### config.mk
export PLATFORM = sky130hd
export DESIGN_NAME = serial_adder_arbiter
export DESIGN_NICKNAME = d
export VERILOG_FILES = /design/src/rtl/serial_adder_arbiter.sv
export SDC_FILE = /design/constraint.sdc
export NUM_CORES = 1
export LEC_CHECK = 0
export ABC_AREA = 1
export CAP_MARGIN = 10
export CORE_ASPECT_RATIO = 1.5
export CORE_MARGIN = 1
export CORE_UTILIZATION = 48
export DETAILED_ROUTE_END_ITERATION = 10
export GPL_ROUTABILITY_DRIVEN = 0
export GPL_TIMING_DRIVEN = 0
export PLACE_DENSITY_LB_ADDON = 0.05
export REMOVE_ABC_BUFFERS = 1
export SLEW_MARGIN = 30
export SYNTH_ARGS = -nofsm -noshare
export SYNTH_HDL_FRONTEND = slang
export SYNTH_SLANG_ARGS = --single-unit
### constraint.sdc
create_clock -name clk -period 2.1 [get_ports clk]
set_input_delay 0.63 -clock clk [delete_from_list [all_inputs] [get_ports clk]]
set_output_delay 0.63 -clock clk [all_outputs]
set_load 0.005 [all_outputs]
### src/rtl/serial_adder_arbiter.sv
// serial_adder_arbiter: one bit-serial full-adder cell shared by two requesters
// through a round-robin arbiter. Each accepted operand pair is summed LSB first,
// one bit per clock, and the result is returned on a valid/ready port with the ID
// of the requester that issued it.
module serial_adder_arbiter #(
    parameter int WIDTH = 8
) (
    input  logic             clk,
    input  logic             rst_n,
    input  logic             req0_valid,
    input  logic [WIDTH-1:0] req0_a,
    input  logic [WIDTH-1:0] req0_b,
    output logic             req0_ready,
    input  logic             req1_valid,
    input  logic [WIDTH-1:0] req1_a,
    input  logic [WIDTH-1:0] req1_b,
    output logic             req1_ready,
    output logic             res_valid,
    output logic [WIDTH-1:0] res_sum,
    output logic             res_cout,
    output logic             res_id,
    input  logic             res_ready
);

    // The bit counter must hold values 0..WIDTH-1. Sizing it from WIDTH+1 keeps
    // it at least 1 bit wide when WIDTH is 1.
    localparam int CW = $clog2(WIDTH + 1);

    typedef enum logic [1:0] {IDLE, SHIFT, DONE} state_t;

    state_t           state_q, state_d;
    logic [WIDTH-1:0] a_sr_q, a_sr_d;
    logic [WIDTH-1:0] b_sr_q, b_sr_d;
    logic [WIDTH-1:0] sum_sr_q, sum_sr_d;
    logic             carry_q, carry_d;
    logic [CW-1:0]    cnt_q, cnt_d;
    logic             id_q, id_d;
    logic             last_grant_q, last_grant_d;
    logic             cout_q, cout_d;

    logic             grant0, grant1;
    logic             fa_sum, fa_carry;

    // Round-robin grant. A lone requester always wins. On a tie the grant goes
    // to the requester that was not served last.
    always_comb begin
        grant0 = req0_valid & (~req1_valid | last_grant_q);
        grant1 = req1_valid & (~req0_valid | ~last_grant_q);
    end

    assign req0_ready = (state_q == IDLE) & grant0;
    assign req1_ready = (state_q == IDLE) & grant1;

    // The single shared full-adder cell works on the current LSBs.
    always_comb begin
        fa_sum   = a_sr_q[0] ^ b_sr_q[0] ^ carry_q;
        fa_carry = (a_sr_q[0] & b_sr_q[0]) | (carry_q & (a_sr_q[0] ^ b_sr_q[0]));
    end

    // Next-state logic for the IDLE -> SHIFT -> DONE sequence and its datapath.
    always_comb begin
        state_d      = state_q;
        a_sr_d       = a_sr_q;
        b_sr_d       = b_sr_q;
        sum_sr_d     = sum_sr_q;
        carry_d      = carry_q;
        cnt_d        = cnt_q;
        id_d         = id_q;
        last_grant_d = last_grant_q;
        cout_d       = cout_q;
        unique case (state_q)
            IDLE: begin
                if (req0_ready | req1_ready) begin
                    a_sr_d       = req1_ready ? req1_a : req0_a;
                    b_sr_d       = req1_ready ? req1_b : req0_b;
                    carry_d      = 1'b0;
                    cnt_d        = '0;
                    id_d         = req1_ready;
                    last_grant_d = req1_ready;
                    state_d      = SHIFT;
                end
            end
            SHIFT: begin
                // The sum enters at the MSB and moves right. After WIDTH shifts,
                // bit 0 of the sum sits at the LSB.
                a_sr_d   = a_sr_q >> 1;
                b_sr_d   = b_sr_q >> 1;
                sum_sr_d = (sum_sr_q >> 1) | (WIDTH'(fa_sum) << (WIDTH - 1));
                carry_d  = fa_carry;
                cnt_d    = cnt_q + CW'(1);
                if (cnt_q == CW'(WIDTH - 1)) begin
                    cout_d  = fa_carry;
                    state_d = DONE;
                end
            end
            DONE: begin
                if (res_ready) state_d = IDLE;
            end
            default: state_d = IDLE;
        endcase
    end

    // State registers. Reset discards any operation in flight.
    always_ff @(posedge clk or negedge rst_n) begin
        if (!rst_n) begin
            state_q      <= IDLE;
            a_sr_q       <= '0;
            b_sr_q       <= '0;
            sum_sr_q     <= '0;
            carry_q      <= 1'b0;
            cnt_q        <= '0;
            id_q         <= 1'b0;
            last_grant_q <= 1'b1;
            cout_q       <= 1'b0;
        end else begin
            state_q      <= state_d;
            a_sr_q       <= a_sr_d;
            b_sr_q       <= b_sr_d;
            sum_sr_q     <= sum_sr_d;
            carry_q      <= carry_d;
            cnt_q        <= cnt_d;
            id_q         <= id_d;
            last_grant_q <= last_grant_d;
            cout_q       <= cout_d;
        end
    end

    // All result outputs come directly from flops. They stay frozen in DONE and
    // after the handshake, because nothing shifts outside SHIFT.
    assign res_valid = (state_q == DONE);
    assign res_sum   = sum_sr_q;
    assign res_cout  = cout_q;
    assign res_id    = id_q;

endmodule

==> reports/metrics.cfg <==
[yosys]
synth_top_cell_by_area=dfrtp_1
yosysUniqueCellTypes=22
synth.top_cell.area_share_pct=43.2
synth_fa_ha_area_share_pct=1.70
portion_of_netlist_area_occupied_by_mux_cells_pct=0
post_synthesis_xor_xnor_area_fraction_pct=0
yosysWarnings=0
syn_inst=268
synth_compound_area_share_pct=4.45
syn-cell-area_um2=1910
dominant_combinational_cell_family_by_area_after_synthesis=simple AND/OR/NAND/NOR gates
synth_sequential_area_ratio_pct=44.6
post_synthesis_share_of_cell_area_spent_on_and_or_nand_and_nor_gates_pct=34.0
syn_avg_cell_area_um2=7.13
synth_area_leaders=dfrtp_1 (43%), nand2_1 (18%), inv_1 (11%)
synth_seq_cells=34

[setup_path]
setup.worst_path.class=reg2out
setup.worst_path.end_class=output port
crit_chain=inv_1 -> nor2_1 -> clkdlybuf4s50_1
data_arrival_time_of_the_critical_path_ns=1.39
reg_to_reg_critical_path_endpoint=b_sr_q[2]
internal_reg_to_reg_setup_slack_ns=0.29
worst_path_largest_cell_delay_ns=0.51
critPathMaxFanout=2
critical_path.reg2reg.startpoint=state_q[0]
crit_path_top_delay_cell=clkdlybuf4s50_1
cell_family_contributing_the_most_delay_on_the_critical_path=buffers and inverters
cp.required_ns=1.47
critical_path_buf_inv_count=2
worst-r2r-cell-count=6
crit_path_start_kind=flop

[power_and_ir_drop]
combinational_cell_fraction_of_total_power_pct=44.6
fin_total_pwr_uw=3410
p_sw_share_pct=39.0
powerDensity_nw_per_um2=1310
total_leakage_power_uw=0.00140
power_frac_seq_pct=34.1
vdd_drop_max_uv=780
internal_power_uw=2080
share_clk_of_total_power_pct=21.3
net-switching-power_uw=1330

[floorplanning]
floorplan.rows=27
boundaryPins=50
die_area_um2=4240
start_util_pct=51.0
chipHeight_um=79.3
core_area_um2=3750
die_w_um=53.5

[finish]
proportion_of_layout_cells_with_a_drive_suffix_above_1_pct=8.49
insertedDiodeCount=0
final_nets=356
fillCellCount=323
area.growth.synth_to_final_pct=36.0

[sta]
setup_repair_after_global_routing_missed_its_margin=no
timing.final.crit_share_pct=96.3
final.setup.tns_ns=0
fin_skew_ns=0.00744
max_clock_freq_ghz=0.495
timing.final.max_slew_violations=0
hold_viol=0
transition_at_the_pin_with_the_smallest_max_transition_slack_ns=0.582
timing.final.setup_violations=0
slew-limit-headroom_pct=61.1
timing.final.crit_period_ns=2.02

[global_route]
grt.total_usage_pct=22.4
grt_pass1_wl_um=6830
antenna_found_initial=0
first_global_vias=1640
grt.overflow.total=0
grt_start_max_net_pins=28

[cts]
max-clock-path-buffers=2
cts-buffers-inserted=5
clk_pin_slew_ns=0.07
cts_num_sinks=34
cts_hold_repair.buffers=0
cts_htree_levels=2
clk-insertion-delay-late_ns=0.29
clock_tree.root_cell=clkbuf_8
cts_tree=yes

[job]
max-cap-violations=0

[routing]
wl_per_cell_um=11.1
ant_nets=0
detailedRoute.firstIterationViolations=27
drt-pass1-iter-count=4
detailroute.via_count=1792
route.detailed.drc=0
via_per_inst=4.96
route.final.wire_length_um=4000

[min_path]
timing.hold.worst.class=in2async

[run_status]
outcome=complete, no violations

[placed_design]
number_of_i_o_port_buffers=49
post_dp_hpwl_um=2640

## registers in the layout, indices dropped and copies added (netlist names)
register / cells
a_sr_q: 8
carry_q: 1
cnt_q: 4
res_cout: 1
last_grant_q: 1
res_id: 1
b_sr_q: 8
res_sum: 8
state_q: 2
## repair_timing
action / in CTS / in global routing
resized for setup: 18 / 4
pin swaps: 2 / 1
setup endpoints to repair: 32 / 18
setup buffers: 3 / 1
cloned: 1 / 0
## power by group through the flow
stage	Sequential, µW	Clock (µW)	Combinational [µW]
6_report	1160	727	1520
5_1_grt	1200	765	1770
4_1_cts	1170	745	1520
3_5_place_dp	1170	0	1440
3_3_place_gp	1160	0	1400
2_1_floorplan	1140	0	930
## cell families after synthesis
family | count (synthesis)
buffers and inverters | 70
adder cells (fa/ha/maj) | 2
AND/OR/NAND/NOR | 146
flip-flops | 34
AO/OA/AOI/OAI | 16
## cell type report
| type | instances | area [µm²] | area share [%] |
|---|---|---|---|
| multi-input cells | 164 | 792 | 30.5 |
| repair buffers | 54 | 533 | 20.5 |
| flip-flops and latches | 34 | 852 | 32.8 |
| repair inverters | 1 | 7.51 | 0.289 |
| well taps | 43 | 53.8 | 2.07 |
| inverters | 57 | 221 | 8.53 |
| clock buffers | 5 | 68.8 | 2.65 |
| clock inverters | 3 | 68.8 | 2.65 |
## layout by cell type, fill, tap and decap left out
master	synthesis	layout
clkdlybuf4s50_1	0	44
nand2_4	0	1
dfrtp_1	33	33
or2_2	1	1
buf_16	0	1
dlymetal6s2s_1	0	1
a21oi_1	4	4
nand3_4	0	1
clkinv_4	0	1
nand4_1	17	17
dfstp_2	1	1
ha_1	1	1
nor2_4	1	1
nand2_2	0	1
buf_2	8	2
o22ai_1	1	1
buf_4	1	5
o21ai_0	9	9
inv_1	56	55
clkinvlp_4	0	3
fa_1	1	1
bufinv_16	0	2
clkbuf_2	0	1
clkbuf_8	0	5
nand2_1	90	88
o21ai_4	0	1
nor2_1	2	2
nand3_1	34	34
o21ai_1	1	1
## worst max path at each step
stage,start,to,slack [ns],depth (start not counted)
3_3_place_gp,req1_valid,a_sr_q[1],-1.35,5
4_1_cts,state_q[0],req1_ready,-0.12,4
2_1_floorplan,req0_valid,req1_ready,0.10,3
3_5_place_dp,req1_valid,b_sr_q[2],-1.33,5
6_report,state_q[1],res_valid,0.08,3
5_1_grt,state_q[1],res_valid,0.001,3
## layer usage
layer	track usage (%)	part of all wire, %	vias up
met5	0	0	-
met4	10.3	2.1	0
met3	5.94	3.9	5
met2	40.9	51	41
met1	22.4	43	822
li1	-	-	924
## stage by stage
step                hold slack (ns)  utilization (%)  std cells  setup slack, ns  instance area (µm²)
global route                  0.263             69.3        361         0.000977                 2600
detailed placement            0.467             64.0        348            -1.33                 2400
global placement              0.455             63.4        347            -1.35                 2380
CTS                           0.248             69.0        360           -0.122                 2590
finish                        0.241             69.3        361           0.0781                 2600
floorplan                     0.334                -        255            0.105                 1830
## synthesized netlist by cell type, drive strengths merged
library cell and instances:
nand3 35, fa 1, or2 1, buf 11, clkbuf 2, nand2 90
inv 56, o22ai 1, o21ai 11, nor2 3, ha 1, dfrtp 33
a21oi 4, nand4 17, dfstp 1, clkinv 1
## worst register-to-register path, cell delays in order, from the launching register on
cell	delay, ns
dfrtp_1	0.42
nor2_4	0.08
buf_4	0.20
o21ai_4	0.24
clkinvlp_4	0.48
nand3_1	0.21
nand2_1	0.06
No activity file was read; power rests on OpenSTA's default activity.
